===== config.mk =====
export PLATFORM = sky130hd
export DESIGN_NAME = horner_poly_stream
export DESIGN_NICKNAME = d
export VERILOG_FILES = /design/src/rtl/horner_pkg.sv /design/src/rtl/horner_mac_stage.sv /design/src/rtl/horner_poly_stream.sv
export SDC_FILE = /design/constraint.sdc
export NUM_CORES = 1
export LEC_CHECK = 0
export BUFFER_PORTS_ARGS = -buffer_cell sky130_fd_sc_hd__buf_2
export CAP_MARGIN = 10
export CORE_MARGIN = 2
export CORE_UTILIZATION = 30
export DETAILED_ROUTE_END_ITERATION = 12
export MAX_ROUTING_LAYER = met4
export PLACE_DENSITY_LB_ADDON = 0.3
export SKIP_CTS_REPAIR_TIMING = 1
export SYNTH_ARGS = -nofsm -noshare
export SYNTH_HDL_FRONTEND = slang
export SYNTH_SLANG_ARGS = --single-unit

===== constraint.sdc =====
create_clock -name clk -period 1.7 [get_ports clk]
set_clock_uncertainty 0.15 [all_clocks]
set_input_delay 0.34 -clock clk [delete_from_list [all_inputs] [get_ports clk]]
set_output_delay 0.34 -clock clk [all_outputs]
set_load 0.02 [all_outputs]

===== src/rtl/horner_pkg.sv =====
// Shared types and fixed-point helpers for the Horner polynomial pipeline.
// Values travel between stages sign-extended to MAX_W bits. The owning module
// narrows them back to its DATA_W, so any DATA_W <= MAX_W is supported.
// Build option: HORNER_POLY_SAT_EN selects saturating stage arithmetic
// (default: two's-complement wrap).
package horner_pkg;

  localparam int unsigned MAX_W  = 64;
  localparam int unsigned PROD_W = 2 * MAX_W;

  typedef logic signed [MAX_W-1:0]  fx_t;
  typedef logic signed [PROD_W-1:0] prod_t;

  // One pipeline stage record: sample, running accumulator, frame end, overflow.
  typedef struct packed {
    logic valid;
    fx_t  x;
    fx_t  acc;
    logic last;
    logic ovf;
  } stage_t;

  typedef struct packed {
    logic ovf;
    fx_t  val;
  } sum_t;

  // Full-precision product, arithmetic shift right (truncates toward -inf).
  function automatic prod_t fx_mul_shift(input fx_t a, input fx_t b,
                                         input int unsigned frac_w);
    prod_t p;
    p = prod_t'(a) * prod_t'(b);
    return p >>> frac_w;
  endfunction

  // Add the coefficient to a shifted product and reduce the result to data_w bits.
  function automatic sum_t fx_sat_add(input prod_t p, input fx_t c,
                                      input int unsigned data_w);
    sum_t r;
`ifdef HORNER_POLY_SAT_EN
    prod_t hi;
    prod_t lo;
    prod_t s;
    hi    = (prod_t'(1) <<< (data_w - 1)) - prod_t'(1);
    lo    = -hi - prod_t'(1);
    r.ovf = 1'b0;
    s     = p;
    // Clamp the product first so the following add stays within data_w+1 bits.
    if (s > hi) begin
      s     = hi;
      r.ovf = 1'b1;
    end else if (s < lo) begin
      s     = lo;
      r.ovf = 1'b1;
    end
    s = s + prod_t'(c);
    if (s > hi) begin
      s     = hi;
      r.ovf = 1'b1;
    end else if (s < lo) begin
      s     = lo;
      r.ovf = 1'b1;
    end
    r.val = fx_t'(s);
`else
    prod_t s;
    fx_t   v;
    s     = p + prod_t'(c);
    v     = fx_t'(s);
    // Keep the low data_w bits and sign-extend them back to MAX_W.
    v     = (v <<< (MAX_W - data_w)) >>> (MAX_W - data_w);
    r.ovf = 1'b0;
    r.val = v;
`endif
    return r;
  endfunction

endpackage


===== src/rtl/horner_mac_stage.sv =====
// One Horner pipeline register stage: acc = f(prev.acc * prev.x) + COEFF_K.
// Ports: clk, rst (sync, active-high), adv (global advance), prev (upstream
// stage record), cur (this stage's registered record, sign-extended to MAX_W).
// Build option: HORNER_POLY_SAT_EN (see horner_pkg).
module horner_mac_stage
  import horner_pkg::*;
#(
  parameter int unsigned               DATA_W  = 32,
  parameter int unsigned               FRAC_W  = 16,
  parameter logic signed [DATA_W-1:0]  COEFF_K = '0
) (
  input  logic   clk,
  input  logic   rst,
  input  logic   adv,
  input  stage_t prev,
  output stage_t cur
);

  logic                     valid;
  logic signed [DATA_W-1:0] x;
  logic signed [DATA_W-1:0] acc;
  logic                     last;
  logic                     ovf;
  sum_t                     sum_c;
  logic                     unused_sum;

  // Multiply-shift-add of the upstream record.
  always_comb begin
    sum_c = fx_sat_add(fx_mul_shift(prev.acc, prev.x, FRAC_W), fx_t'(COEFF_K), DATA_W);
  end

  // Only the low DATA_W bits of the reduced sum are kept; the rest are sign copies.
  assign unused_sum = ^sum_c.val;

  // Stage register: loads on advance, bubbles are carried with zeroed data.
  always_ff @(posedge clk) begin
    if (rst) begin
      valid <= 1'b0;
      x     <= '0;
      acc   <= '0;
      last  <= 1'b0;
      ovf   <= 1'b0;
    end else if (adv) begin
      valid <= prev.valid;
      if (prev.valid) begin
        x    <= prev.x[DATA_W-1:0];
        acc  <= sum_c.val[DATA_W-1:0];
        last <= prev.last;
        ovf  <= prev.ovf | sum_c.ovf;
      end else begin
        x    <= '0;
        acc  <= '0;
        last <= 1'b0;
        ovf  <= 1'b0;
      end
    end
  end

  assign cur = '{valid: valid, x: fx_t'(x), acc: fx_t'(acc), last: last, ovf: ovf};

endmodule


===== src/rtl/horner_poly_stream.sv =====
// Fully pipelined AXI-Stream polynomial evaluator using Horner's rule:
// y = C[0]*x^D + ... + C[D], signed Q(DATA_W-FRAC_W).FRAC_W, DEGREE stages.
// Ports: clk, rst (sync, active-high); s_tvalid/s_tready/s_tdata/s_tlast
// (x input); m_tvalid/m_tready/m_tdata/m_tlast/m_tuser (y output, m_tuser =
// overflow seen in any stage). s_tready is combinational from m_tready.
// Build option: HORNER_POLY_SAT_EN enables saturation and m_tuser; without it
// results wrap and m_tuser is 0. DATA_W must not exceed horner_pkg::MAX_W.
module horner_poly_stream
  import horner_pkg::*;
#(
  parameter int unsigned              DATA_W = 32,
  parameter int unsigned              FRAC_W = 16,
  parameter int unsigned              DEGREE = 3,
  parameter logic signed [DATA_W-1:0] COEFF [DEGREE+1] = '{default: '0}
) (
  input  logic              clk,
  input  logic              rst,
  input  logic              s_tvalid,
  output logic              s_tready,
  input  logic [DATA_W-1:0] s_tdata,
  input  logic              s_tlast,
  output logic              m_tvalid,
  input  logic              m_tready,
  output logic [DATA_W-1:0] m_tdata,
  output logic              m_tlast,
  output logic              m_tuser
);

  stage_t pipe [DEGREE+1];
  logic   adv;
  logic   unused_tail;

  // Whole pipe moves together whenever the output slot is empty or being taken.
  assign adv      = !m_tvalid || m_tready;
  assign s_tready = adv;

  // Stage 1 sees the leading coefficient as its incoming accumulator.
  assign pipe[0] = '{valid: s_tvalid, x: fx_t'($signed(s_tdata)), acc: fx_t'(COEFF[0]),
                     last: s_tlast, ovf: 1'b0};

  for (genvar k = 1; k <= int'(DEGREE); k++) begin : g_stage
    horner_mac_stage #(
      .DATA_W (DATA_W),
      .FRAC_W (FRAC_W),
      .COEFF_K(COEFF[k])
    ) u_stage (
      .clk (clk),
      .rst (rst),
      .adv (adv),
      .prev(pipe[k-1]),
      .cur (pipe[k])
    );
  end

  assign m_tvalid = pipe[DEGREE].valid;
  assign m_tdata  = pipe[DEGREE].acc[DATA_W-1:0];
  assign m_tlast  = pipe[DEGREE].last;
`ifdef HORNER_POLY_SAT_EN
  assign m_tuser  = pipe[DEGREE].ovf;
`else
  assign m_tuser  = 1'b0;
`endif

  // The final x and the sign-extension bits of the last stage are not needed.
  assign unused_tail = ^{pipe[DEGREE].x, pipe[DEGREE].acc, pipe[DEGREE].ovf};

endmodule

### After elaboration in Yosys (flattened, before gate mapping)

Index checks and enable logic that the tools add are counted.
W data, S select, Z words.

| storage, ports and cells | value |
|---|---|
| flip-flop bits (word level) | 6 |
| bits of input ports | 37 |

| operators by class | value |
|---|---|
| multiplexer cells | 3 |
| reduce and logical (&&, ||, !) cells | 2 |

Operators with widths:

| cell | count |
|---|---|
| $mux W1 | 3 |
| $logic_not A1 Y1 | 1 |
| $logic_or A1 B1 Y1 | 1 |

### Longest topological paths before layout

| logic depth | value |
|---|---|
| depth in word-level cells | 2 |
| gate-level depth with buffers | 4 |
| depth with buffers taken out | 4 |

### Cells and area by module

Synthesis repeated with hierarchy kept, for this count alone.

| unflattened totals | value |
|---|---|
| cell total of the unflattened synthesis | 12569 |
| area, all modules | 114562.4 um2 |

By module, submodules not included:

| module | instances | cells an instance | area an instance (um2) | sequential area each (um2) |
|---|---|---|---|---|
| horner_mac_stage at g_stage[1].u_stage ... | 2 | 4173 | 38110.3 | 1341.3 |
| horner_mac_stage at g_stage[3].u_stage | 1 | 4220 | 38324.3 | 1341.3 |
| horner_poly_stream | 1 | 3 | 17.5 | 0.0 |

### Worst setup path after synthesis

OpenSTA, ideal clock, no wires.

| timing path | value |
|---|---|
| kind | flip-flop to output port |
| start | register g_stage[3].u_stage.valid |
| end | output s_tready |
| arrival time | 0.765 ns |
| setup slack | 0.445 ns |
| cell stages (with the launch flop) | 3 |
| path through | dfxtp_1 > nor2b_4 > inv_2 |

| between the ends | value |
|---|---|
| cells in the longest elaborated chain, start to end | 2 |

Ends and longest elaborated chain:

| element | RTL line | source |
|---|---|---|
| start, declared | horner_mac_stage.sv:19 | `logic valid;` |
| start signal, assigned | horner_mac_stage.sv:44 | `valid <= prev.valid;` |
| $logic_not A1 Y1 | horner_poly_stream.sv:34 | `assign adv = !m_tvalid \|\| m_tready;` |
| $logic_or A1 B1 Y1 | horner_poly_stream.sv:34 |  |
| end, declared | horner_poly_stream.sv:19 | `output logic s_tready,` |

Every way passes these cells.

### Final worst setup path

Same ends and word-level chain as after synthesis.

==> summary.md <==
| Metric | Value |
|---|---|
| Status | completed |
| Setup_tns | 0 ns |
| Post-synthesis simple-gate area fraction | 13.5% |
| Crit path largest cell delay | 0.32 ns |
| Router iterations before antenna repair | 4 |
| Antenna Violating Nets Remaining | 0 |
| Crit end category | primary output |
| Die area | 1870 sq um |
| Synthesized area per cell | 7.85 sq um |
| Post-synth top area share | 53.5% |
| Global Route Usage Sum | 5.98% |
| Crit start category | register |
| Final setup viols | 0 |
| CTS tree | done |
| Largest family of logic cells by synthesized area | buffers and inverters |
| Worst-path clk slew | 0.04 ns |
| Number of global-route vias before repair | 166 |
| Worst path cell trace | nor2b_4, inv_2, buf_2 |
| Most frequent cells after synthesis | buf_4 (33), nand2_1 (7), dfxtp_1 (6) |
| Die X-Extent | 43.3 um |
| Final core occ | 28.1% |
| Clk sinks | 6 |
| Gate Count Post-Synth | 59 |
| Final Wtd Congestion | 0.641 |
| P&R area growth vs syn | -10.8% |
| Tcrit/Tclk final | 89.7% |
| Max_cap viols | 0 |
| Netlist cell types | 9 |
| Final Hold Viols | 0 |
| Initial Util | 31.5% |
| Final worst path period need | 1.53 ns |
| # nets final | 107 |
| Ys async rst share | 0% |
| RSZ-0062 raised after global routing | false |
| Clk Latency, worst-skew pair | 0.24 ns |
| Wire per inst | 5.99 um |
| Worst hold path class | primary input to register |
| IO Port Bufs | 7 |
| Worst Reg2Reg Path Length in Cells | 4 |
| Area contributors post-synth | buf_4 (54%), dfxtp_1 (26%), nand2_1 (5.7%) |
| Post-Route WL | 503 um |
| Critical Path AT | 1.04 ns |
| Fin. max-slew vios | 0 |
| DR iter-0 viols | 5 |
| Number of cell rows | 14 |
| First-pass GRT wire length | 683 um |
| Worst Path Required | 1.21 ns |
| Sequential share of the synthesized area | 25.9% |
| Setup slack, reg-to-reg | 0.67 ns |
| WHS Path Cells | 2 |
| Mux contribution to synthesized area | 0% |
| Core area | 1470 sq um |
| Inserted Diodes | 0 |
| Slowest CP cell | dfxtp_1 |
| Die height | 43.3 um |
| Largest net degree at the start of global routing | 8 |
| Top FF cell, synth | dfxtp_1 |
| Compound-Gate Fraction of Synth Area | 5.41% |
| Io pins | 73 |
| Post-Synth Adder-Cell Area | 0% |
| Vias/cell | 3.26 |
| Worst VDD drop | 0.362 mV |
| Inserted Clock Buffers | 3 |
| Max Clk Rate | 656 MHz |
| Htree depth | 1 |
| WS Path Type | register to primary output |
| Syn Std Cell Area | 463 sq um |
| Most common cell in the netlist | buf_4 |
| Post-synth EDFFs | 0 |
| CP Max Fanout | 7 |
| Synth warn | 0 |
| Post-Synth XOR/XNOR Area | 0% |
| Root Buffer | clkbuf_4 |
| PwrDens | 878 nW/um^2 |
| Pleak | 0.000222 uW |
| Clock tree buffer depth | 2 |
| Overflow after GRT | 0 |
| Share of cells above drive strength 1 | 17.6% |
| Cell taking the most area after synthesis | buf_4 |
| Residual DRC count | 0 |
| HPWL after DPL | 402 um |
| Post-synthesis register bit count | 6 |
| Total vias in the final route | 274 |
| Initial antenna violation count | 0 |
## cells in the final DEF (no fill, tap or decap)
cell type / synthesis / layout
nand2_1: 7 / 7
nor2b_4: 1 / 1
nand3_1: 3 / 3
buf_2: 0 / 7
clkbuf_4: 0 / 3
inv_2: 1 / 1
a21oi_1: 5 / 5
conb_1: 1 / 33
dfxtp_1: 6 / 6
nor2_1: 2 / 2
## layout make-up
class / instances / area [sq um]
Timing Repair Buffer: 7 / 35.0
Inverter: 1 / 3.75
Clock buffer: 3 / 22.5
Fill cell: 170 / 1060
Sequential cell: 6 / 120
Multi-Input combinational cell: 51 / 211
Tap cell: 16 / 20.0
## final timing paths
check | end | from
min | g_stage[2].u_stage.valid | rst
min reg2reg | g_stage[2].u_stage.last | g_stage[2].u_stage.last
max | s_tready | g_stage[3].u_stage.valid
max reg2reg | g_stage[1].u_stage.last | g_stage[3].u_stage.valid
## power breakdown
group | switching, uW | internal, uW | total [uW] | leakage, uW
Clock | 50.7 | 79.8 | 131 | 0.0000138
Combinational | 74.8 | 8.37 | 83.1 | 0.000159
Sequential | 2.62 | 146 | 149 | 0.0000490
Total | 128 | 234 | 362 | 0.000222
## critical path, delay by kind of cell, from the launching register on
kind          cells  cell delay [ns]
flops             1             0.32
buf+inv           2             0.25
simple gates      1             0.22
## kinds of logic (layout without fill, tap and decap cells)
family          count (synthesis)  in the layout
compound gates                  5              5
simple gates                   13             13
other cells                     1             33
flops                           6              6
buf+inv                        34             11
## flip-flops by register name, summed over array words and instances (netlist names)
signal / cells
g_stage.u_stage.last: 3
g_stage.u_stage.valid: 3
## layer usage
layer	GRT usage [%]	share of wire [%]	vias to the layer above
li1	-	-	136
met3	7.66	23	2
met5	-	0	-
met1	6.49	38	106
met2	5.37	38	30
met4	3.64	0.80	0
## through the flow
| step | cell area [sq um] | instances | setup WS [ns] | hold WS [ns] | total power [uW] |
|---|---|---|---|---|---|
| floorplan | 583 | 91 | 0.445 | 0.259 | 282 |
| global placement | 390 | 81 | 0.314 | 0.293 | 233 |
| detailed placement | 390 | 81 | 0.313 | 0.297 | 233 |
| CTS | 413 | 84 | 0.151 | 0.175 | 371 |
| global route | 413 | 84 | 0.0878 | 0.171 | 391 |
| finish | 413 | 84 | 0.175 | 0.185 | 362 |
Note: power is estimated with default switching activity, not from simulation.
